==> src/rtl/max7219_frame_ctrl.sv <==
// ---------------------------------------------------------------------------
// max7219_frame_ctrl
//   Frame sequencer for a MAX7219 serial link. Accepts a 16*CHAIN-bit word over a
//   valid/ready handshake. It gates the free-running divided clock onto max_clk for
//   exactly 16*CHAIN rising edges and shifts max_din MSB-first. When the frame is done
//   it raises max_load_n to latch the data in the chips.
//
//   Optional feature: define MAX7219_INIT_SEQ_EN to send a five-frame power-up
//   init sequence (normal op, scan 8 digits, no decode, intensity, test off)
//   before the first user frame is accepted.
//
// Ports
//   clk, rst_n   system clock, asynchronous active-low reset
//   sck_in       divided clock from the SCK divider (free-running)
//   sck_edge     1-cycle strobe in the first clk cycle of sck_in high
//   tx_data      frame; top 16 bits are destined for the last chip in the chain
//   tx_valid     frame request
//   tx_ready     frame can be accepted this cycle
//   busy         frame (or init sequence) in flight
//   frame_done   1-cycle pulse when a frame has been latched
//   max_clk      sck_in gated by a registered enable
//   max_din      serial data, updated only just after sck_in falls
//   max_load_n   LOAD/CS: low while shifting, rising edge latches
// ---------------------------------------------------------------------------
module max7219_frame_ctrl #(
  parameter int         CHAIN          = 1,
  parameter logic [3:0] INIT_INTENSITY = 4'h7
) (
  input  logic                  clk,
  input  logic                  rst_n,
  input  logic                  sck_in,
  input  logic                  sck_edge,
  input  logic [16*CHAIN-1:0]   tx_data,
  input  logic                  tx_valid,
  output logic                  tx_ready,
  output logic                  busy,
  output logic                  frame_done,
  output logic                  max_clk,
  output logic                  max_din,
  output logic                  max_load_n
);

  localparam int                NBITS    = 16 * CHAIN;
  localparam int                CNT_W    = $clog2(NBITS + 1);
  localparam logic [CNT_W-1:0]  LAST_CNT = CNT_W'(NBITS);

  typedef enum logic [1:0] {
    S_IDLE,
    S_ALIGN,
    S_SHIFT,
    S_LATCH
  } state_e;

`ifdef MAX7219_INIT_SEQ_EN
  localparam logic       RST_READY   = 1'b0;
  localparam logic       RST_BUSY    = 1'b1;
  localparam logic [2:0] INIT_FRAMES = 3'd5;

  function automatic logic [15:0] init_word(input logic [2:0] idx);
    case (idx)
      3'd0:    init_word = 16'h0C01;
      3'd1:    init_word = 16'h0B07;
      3'd2:    init_word = 16'h0900;
      3'd3:    init_word = {12'h0A0, INIT_INTENSITY};
      default: init_word = 16'h0F00;
    endcase
  endfunction

  logic [2:0] init_idx_q, init_idx_d;
`else
  localparam logic RST_READY = 1'b1;
  localparam logic RST_BUSY  = 1'b0;
`endif

  state_e             state_q,  state_d;
  logic [NBITS-1:0]   shreg_q,  shreg_d;
  logic [CNT_W-1:0]   bitcnt_q, bitcnt_d;
  logic               sck_q;
  logic               din_q,    din_d;
  logic               load_n_q, load_n_d;
  logic               gate_q,   gate_d;
  logic               busy_q,   busy_d;
  logic               done_q,   done_d;
  logic               ready_q,  ready_d;
  logic               sck_fall;

  // One-cycle strobe in the first clk cycle of sck_in low.
  assign sck_fall = sck_q & ~sck_in;

  always_comb begin
    // NOTE: every variable gets a default first so no path leaves it unassigned
    // (which would infer a latch); branches below only override what changes.
    state_d  = state_q;
    shreg_d  = shreg_q;
    bitcnt_d = bitcnt_q;
    din_d    = din_q;
    load_n_d = load_n_q;
    gate_d   = gate_q;
    busy_d   = busy_q;
    ready_d  = ready_q;
    done_d   = 1'b0;
`ifdef MAX7219_INIT_SEQ_EN
    init_idx_d = init_idx_q;
`endif

    case (state_q)
      S_IDLE: begin
`ifdef MAX7219_INIT_SEQ_EN
        if (init_idx_q != INIT_FRAMES) begin
          shreg_d = {CHAIN{init_word(init_idx_q)}};
          busy_d  = 1'b1;
          ready_d = 1'b0;
          state_d = S_ALIGN;
        end else
`endif
        if (tx_valid && ready_q) begin
          shreg_d = tx_data;
          ready_d = 1'b0;
          busy_d  = 1'b1;
          state_d = S_ALIGN;
        end else begin
          // Rises one cycle after frame_done because the IDLE entry cycle sets it.
          ready_d = 1'b1;
        end
      end

      S_ALIGN: begin
        // Start on a falling edge so DIN and the gate settle while sck_in is low.
        if (sck_fall) begin
          load_n_d = 1'b0;
          din_d    = shreg_q[NBITS-1];
          gate_d   = 1'b1;
          bitcnt_d = '0;
          state_d  = S_SHIFT;
        end
      end

      S_SHIFT: begin
        if (sck_edge) begin
          bitcnt_d = bitcnt_q + 1'b1;
        end else if (sck_fall) begin
          if (bitcnt_q == LAST_CNT) begin
            gate_d   = 1'b0;
            load_n_d = 1'b1;
            din_d    = 1'b0;
            state_d  = S_LATCH;
          end else begin
            shreg_d = shreg_q << 1;
            din_d   = shreg_q[NBITS-2];
          end
        end
      end

      S_LATCH: begin
        // Keep LOAD high through a full sck-low half-period before reporting done.
        if (sck_edge) begin
          done_d  = 1'b1;
          busy_d  = 1'b0;
          state_d = S_IDLE;
`ifdef MAX7219_INIT_SEQ_EN
          if (init_idx_q != INIT_FRAMES) begin
            init_idx_d = init_idx_q + 3'd1;
            busy_d     = (init_idx_q != INIT_FRAMES - 3'd1);
          end
`endif
        end
      end

      default: state_d = S_IDLE;
    endcase
  end

  // NOTE: sequential state uses non-blocking assignments only, so every flop
  // samples its _d value from before the edge regardless of statement order.
  always_ff @(posedge clk or negedge rst_n) begin
    if (!rst_n) begin
      state_q  <= S_IDLE;
      // NOTE: the shift register is reset along with the control flops so a
      // frame abandoned by reset can never leak stale bits into the next one.
      shreg_q  <= '0;
      bitcnt_q <= '0;
      sck_q    <= 1'b0;
      din_q    <= 1'b0;
      load_n_q <= 1'b1;
      gate_q   <= 1'b0;
      busy_q   <= RST_BUSY;
      done_q   <= 1'b0;
      ready_q  <= RST_READY;
`ifdef MAX7219_INIT_SEQ_EN
      init_idx_q <= 3'd0;
`endif
    end else begin
      state_q  <= state_d;
      shreg_q  <= shreg_d;
      bitcnt_q <= bitcnt_d;
      sck_q    <= sck_in;
      din_q    <= din_d;
      load_n_q <= load_n_d;
      gate_q   <= gate_d;
      busy_q   <= busy_d;
      done_q   <= done_d;
      ready_q  <= ready_d;
`ifdef MAX7219_INIT_SEQ_EN
      init_idx_q <= init_idx_d;
`endif
    end
  end

  // The gate only changes while sck_in is low, so the AND cannot produce a runt.
  assign max_clk    = sck_in & gate_q;
  assign max_din    = din_q;
  assign max_load_n = load_n_q;
  assign busy       = busy_q;
  assign frame_done = done_q;
  assign tx_ready   = ready_q;

endmodule
==> config.mk <==
export PLATFORM = sky130hd
export DESIGN_NAME = max7219_frame_ctrl
export DESIGN_NICKNAME = d
export VERILOG_FILES = /design/src/rtl/max7219_frame_ctrl.sv
export SDC_FILE = /design/constraint.sdc
export NUM_CORES = 1
export LEC_CHECK = 0
export ABC_AREA = 1
export CORE_MARGIN = 1
export CORE_UTILIZATION = 55
export CTS_BUF_LIST = sky130_fd_sc_hd__clkbuf_8
export DETAILED_ROUTE_END_ITERATION = 8
export PLACE_DENSITY = 0.84
export RECOVER_POWER = 50
export SYNTH_ARGS = -nofsm -noshare
export SYNTH_HDL_FRONTEND = slang
export SYNTH_SLANG_ARGS = --single-unit
==> constraint.sdc <==
create_clock -name clk -period 2.5 [get_ports clk]
set_clock_uncertainty 0.2 [all_clocks]
set_input_delay 0.375 -clock clk [delete_from_list [all_inputs] [get_ports clk]]
set_output_delay 0.375 -clock clk [all_outputs]
set_load 0.05 [all_outputs]
==> metrics.txt, run 1 <==
synth warn=0; setup repair bufs after CTS=0; share of layout cells above drive strength 1=17.32%; Min Clock Period, post-route=2.192 ns; crit path capture type=output port; Filler Cells Inserted=271; Synth Area in Compound Gates=4.440%; outcome=finished with violations; area post-placement=2069 um^2; total power=2.810 mW; number of storage elements in the synthesis netlist=30; syn nets=255; Pre-Repair DR Iteration Count=5; cell area after layout=2155 um^2; switching portion of total power=48.14%; terminating pin of the worst hold path=shreg_q[13]; Rel. slew slack=-4.740%; Fin. Hold Viols=0; switching power total=1.353 mW; TritonCTS buffer count=5; number of antenna violations at the first check in global routing=0; area share of and/or/nand/nor cells after synthesis=41.19%; Max FO, Critical Path=3; Initial Utilization=59.03%; drc violations=0; DPL Wire Length=2324 um; number of cell rows=20; pin count of the biggest net entering global routing=31; number of violations of the max-capacitance limit=1; Reg power frac=30.5%; net count reported at finish=281; floorplan core area=3103 um^2; clock tree sinks=30; maximum achievable frequency=456.1 MHz; clock transition at the registers of the reported paths=0.06 ns; iteration-0 DRC count of the detailed router=57; actual transition at the worst max-transition pin=1.571 ns; summed negative setup slack over all endpoints=0 ns; count of placed standard cells in the final layout, fillers left out=298; vias in the first global route=1380; remaining antenna violation count after routing=0; wire length reported by the detailed router=3328 um; destination of the worst register-to-register timing path=shreg_q[12]; cell count after placement=290; startpoint of the lowest-slack hold path=shreg_q[13]; area grow syn2layout=17.62%; worst-case reg-to-reg path depth=8; portion of netlist area occupied by mux cells=0%; count of final setup violators=0; synthesized area=1832 um^2; Max Root-Sink Buffers=2; I/O pin cnt=27; data arrival time at the worst-slack endpoint=1.62 ns; total power per unit cell area=1304 nW/um^2; number of flip-flops in the largest register=16; number of input and output port buffers inserted=26; ordered cell list for the critical path=clkdlybuf4s50_1; wire length of the first global-routing pass=6023 um; largest stage delay on the critical path=0.80 ns; cell at the root of the clock tree=clkbuf_8; sequential share of the synthesized area=41.12%; slowest cell on the critical path=clkdlybuf4s50_1; largest reg by FF count=shreg_q; post-synthesis cell count=227; number of gates resized after cts=0; buffers and inverters on the worst path=1; Max VDD drop=0.0006654 V; commonest non-fill, non-tap cell in the layout=nand2_1; routability congestion estimate=0.8092; largest registers=shreg_q (16), bitcnt_q (5), state_q (2); Reg2Reg Launch Point=state_q[0]; CTS Hold Buffers Added=0; part of the power in combinational logic=55.5%; Worst Hold Path Cells=2; type of the tightest min-delay check=reg -> reg; count of final max-slew check failures=31; Largest delay share family, worst path=buffers and inverters; Critical Path RT=1.92 ns; Synth Area in XOR/XNOR=0%; GRT overflow=0; standby leakage power=1.110 nW; average cell area after synthesis=8.069 um^2; antenna diode count=0; Die Y=59.71 um; average wire per cell in the routed design=11.17 um; failing checks=max-capacitance violations, max-slew violations; slack of the worst reg-to-reg path=0.32 ns; worst hold slack after final layout=0.2727 ns; post-route fraction of the period consumed by the critical path=87.69%; cell-internal power=1.457 mW; total routing resource utilization after global routing=22.81%; Crit Path Category=reg -> out; Cell variety after synth=26; clock group share of total power=14.0%; total vias in the final route=1485; Via density=4.983; largest family of logic cells by synthesized area=simple AND/OR/NAND/NOR gates; nature of the critical path startpoint=register; clk_lat worst skew=0.28 ns; fraction of the mapped netlist area in adder cells=4.781%; TritonCTS clock tree=built; unrepaired setup endpoints after global routing=no; Die ar.=3565 um^2; highest-count cells in the layout ignoring fill and taps=nand2_1, dfrtp_1, nand3_1, clkdlybuf4s50_1, nand2_2; # H-tree levels=2; die outline width=59.71 um
## cell usage after synthesis
library cell | number | area share [%]
o211ai_1 | 1 | 0.41
nand4_1 | 4 | 1.4
ha_1 | 7 | 4.8
nand3_1 | 23 | 6.3
o21bai_1 | 1 | 0.41
a21oi_1 | 1 | 0.27
nand2_4 | 4 | 2.5
buf_6 | 2 | 1.2
o21ai_0 | 9 | 2.5
buf_2 | 2 | 0.55
buf_4 | 3 | 1.2
inv_6 | 1 | 0.48
a21oi_4 | 1 | 0.89
dfrtp_1 | 28 | 38
nor2_2 | 1 | 0.34
nor2_8 | 1 | 1.1
nand3b_1 | 1 | 0.41
or2_2 | 2 | 0.68
inv_1 | 15 | 3.1
nand2_2 | 22 | 7.5
nand2_8 | 2 | 2.2
buf_12 | 1 | 1.1
buf_8 | 1 | 0.82
nor2_1 | 4 | 0.82
dfstp_2 | 2 | 2.9
nand2_1 | 88 | 18
## through the flow
step / utilization [%] / worst slack, ns
2_1_floorplan: - / 0.7773
3_3_place_gp: 66.69 / 0.4393
3_5_place_dp: 66.69 / 0.3603
4_1_cts: 69.64 / 0.3058
5_1_grt: 69.44 / 0.1150
6_report: 69.44 / 0.3077
## worst max-delay path by stage
stage | startpoint | depth (start not counted) | slack [ns] | end
6_report | tx_ready | 1 | 0.31 | tx_ready
5_1_grt | rst_n | 2 | 0.11 | shreg_q[3]
4_1_cts | tx_ready | 1 | 0.31 | tx_ready
3_5_place_dp | state_q[0] | 8 | 0.36 | shreg_q[0]
3_3_place_gp | state_q[0] | 8 | 0.44 | shreg_q[1]
2_1_floorplan | tx_ready | 8 | 0.78 | shreg_q[7]
## per-layer routing
layer  share of wire [%]  track usage [%]
met5                   0                0
met4                 2.6            10.96
met3                 3.9            5.628
met2                  45            33.49
met1                  49            31.40
## power by group through the flow
| stage | clock network, mW | registers (mW) | logic (mW) |
|---|---|---|---|
| detailed placement | 0 | 0.858 | 1.56 |
| floorplan | 0 | 0.949 | 1.27 |
| finish | 0.394 | 0.857 | 1.56 |
| global placement | 0 | 0.855 | 1.52 |
| CTS | 0.399 | 0.854 | 1.57 |
| global route | 0.426 | 0.884 | 1.76 |
## area by class of cell
class | count | area (um^2) | area share, %
inverters | 16 | 65.06 | 3.020
well taps | 44 | 55.05 | 2.555
repair buffers | 28 | 269.0 | 12.49
flip-flops and latches | 30 | 753.2 | 34.96
clock buffers | 6 | 82.58 | 3.833
clock inverters | 2 | 8.758 | 0.4065
multi-input cells | 172 | 920.9 | 42.74
## logic make-up after synthesis
family                     Yosys count
and+or+nand+nor                    152
DFF                                 30
buffers and inverters               25
AOI/OAI and AO/OA                   13
adders and majority gates            7
## tightest hold or removal path, stage by stage (launching register included)
cell     delay (ns)
dfrtp_1        0.34
nand2_1        0.05
nand2_1        0.05
Note: power is estimated with default switching activity, not from simulation.
==> run 2, diff against run 1 <==
--- a/config.mk
+++ b/config.mk
@@ -10,7 +10,7 @@
 export CORE_UTILIZATION = 55
 export CTS_BUF_LIST = sky130_fd_sc_hd__clkbuf_8
 export DETAILED_ROUTE_END_ITERATION = 8
-export PLACE_DENSITY = 0.84
+export PLACE_DENSITY = 0.8
 export RECOVER_POWER = 50
 export SYNTH_ARGS = -nofsm -noshare
 export SYNTH_HDL_FRONTEND = slang
==> metrics.txt, run 2 (synthesized netlist as in run 1, its figures left out) <==
total power=2.809 mW; largest stage delay on the critical path=0.79 ns; largest registers=shreg_q (16), bitcnt_q (5), state_q (2); number of gates resized after cts=0; count of final setup violators=0; clk_lat worst skew=0.28 ns; total vias in the final route=1501; destination of the worst register-to-register timing path=shreg_q[1]; average wire per cell in the routed design=11.32 um; die outline width=59.71 um; post-route fraction of the period consumed by the critical path=87.32%; TritonCTS buffer count=5; number of flip-flops in the largest register=16; Die ar.=3565 um^2; count of final max-slew check failures=0; Max VDD drop=0.0007544 V; number of cell rows=20; clock transition at the registers of the reported paths=0.06 ns; Pre-Repair DR Iteration Count=4; DPL Wire Length=2317 um; Die Y=59.71 um; # H-tree levels=2; summed negative setup slack over all endpoints=0 ns; highest-count cells in the layout ignoring fill and taps=nand2_1, dfrtp_1, nand3_1, clkdlybuf4s50_1, nand2_2; Rel. slew slack=50.30%; CTS Hold Buffers Added=0; total power per unit cell area=1299 nW/um^2; Crit Path Category=reg -> out; Reg2Reg Launch Point=state_q[0]; Initial Utilization=59.03%; iteration-0 DRC count of the detailed router=76; Worst Hold Path Cells=2; number of violations of the max-capacitance limit=0; count of placed standard cells in the final layout, fillers left out=299; commonest non-fill, non-tap cell in the layout=nand2_1; I/O pin cnt=27; data arrival time at the worst-slack endpoint=1.61 ns; Critical Path RT=1.92 ns; largest reg by FF count=shreg_q; slack of the worst reg-to-reg path=0.39 ns; antenna diode count=0; Max Root-Sink Buffers=2; remaining antenna violation count after routing=0; cell count after placement=291; Fin. Hold Viols=0; total routing resource utilization after global routing=22.58%; Via density=5.020; maximum achievable frequency=458.1 MHz; drc violations=0; area grow syn2layout=18.10%; vias in the first global route=1380; crit path capture type=output port; unrepaired setup endpoints after global routing=no; number of antenna violations at the first check in global routing=0; cell area after layout=2163 um^2; TritonCTS clock tree=built; standby leakage power=1.118 nW; worst-case reg-to-reg path depth=8; type of the tightest min-delay check=reg -> reg; ordered cell list for the critical path=clkdlybuf4s50_1; net count reported at finish=282; number of input and output port buffers inserted=26; setup repair bufs after CTS=0; startpoint of the lowest-slack hold path=shreg_q[12]; wire length reported by the detailed router=3385 um; Largest delay share family, worst path=buffers and inverters; Min Clock Period, post-route=2.183 ns; wire length of the first global-routing pass=5885 um; actual transition at the worst max-transition pin=0.7455 ns; cell at the root of the clock tree=clkbuf_8; pin count of the biggest net entering global routing=31; clock tree sinks=30; outcome=finished clean; floorplan core area=3103 um^2; Max FO, Critical Path=2; slowest cell on the critical path=clkdlybuf4s50_1; area post-placement=2077 um^2; routability congestion estimate=0.8038; share of layout cells above drive strength 1=18.04%; GRT overflow=0; nature of the critical path startpoint=register; terminating pin of the worst hold path=shreg_q[12]; buffers and inverters on the worst path=1
run 2: final cells by class:
cell class | instances | area [um^2]
Tap cell | 44 | 55.05
Timing Repair Buffer | 29 | 277.8
Clock buffer | 6 | 82.58
Inverter | 16 | 65.06
Clock inverter | 2 | 8.758
Fill cell | 272 | 939.7
Sequential cell | 30 | 753.2
Multi-Input combinational cell | 172 | 920.9
run 2: layer usage:
metal  up-vias  track usage (%)  part of all wire (%)
li1        768                -                     -
met1       693            28.35                    47
met2        36            36.03                    48
met3         4            6.710                   4.7
met4         0            9.635                   1.2
met5         -                0                     0
run 2: report_power, final:
group	internal (mW)	switching (mW)	total, mW
clock	0.217	0.177	0.394
combinational	0.538	1.02	1.56
sequential	0.710	0.145	0.855
total	1.47	1.34	2.81
run 2: per-stage QoR:
| step | hold WS [ns] | setup slack (ns) | utilization, % |
|---|---|---|---|
| 2_1_floorplan | -0.1206 | 0.7773 | - |
| 3_3_place_gp | 0.2557 | 0.4656 | 66.94 |
| 3_5_place_dp | 0.2600 | 0.4181 | 66.94 |
| 4_1_cts | 0.2748 | 0.3081 | 69.88 |
| 5_1_grt | 0.2941 | 0.2617 | 69.72 |
| 6_report | 0.2728 | 0.3170 | 69.72 |
run 2: how the worst max path moves through the flow:
| stage | startpoint | end | slack, ns | cells after the start |
|---|---|---|---|---|
| detailed placement | state_q[0] | shreg_q[1] | 0.42 | 8 |
| finish | max_load_n | max_load_n | 0.32 | 1 |
| floorplan | tx_ready | shreg_q[7] | 0.78 | 8 |
| CTS | max_load_n | max_load_n | 0.31 | 1 |
| global placement | state_q[0] | shreg_q[1] | 0.47 | 8 |
| global route | state_q[0] | shreg_q[14] | 0.26 | 8 |
==> run 3, diff against run 2 <==
--- a/config.mk
+++ b/config.mk
@@ -8,7 +8,7 @@
 export ABC_AREA = 1
 export CORE_MARGIN = 1
 export CORE_UTILIZATION = 55
-export CTS_BUF_LIST = sky130_fd_sc_hd__clkbuf_8
+export CTS_BUF_LIST = sky130_fd_sc_hd__clkbuf_8 sky130_fd_sc_hd__clkbuf_16
 export DETAILED_ROUTE_END_ITERATION = 8
 export PLACE_DENSITY = 0.8
 export RECOVER_POWER = 50
==> results of run 3 <==
Same layout as run 2: the final DEF is identical, and so are final timing and power.
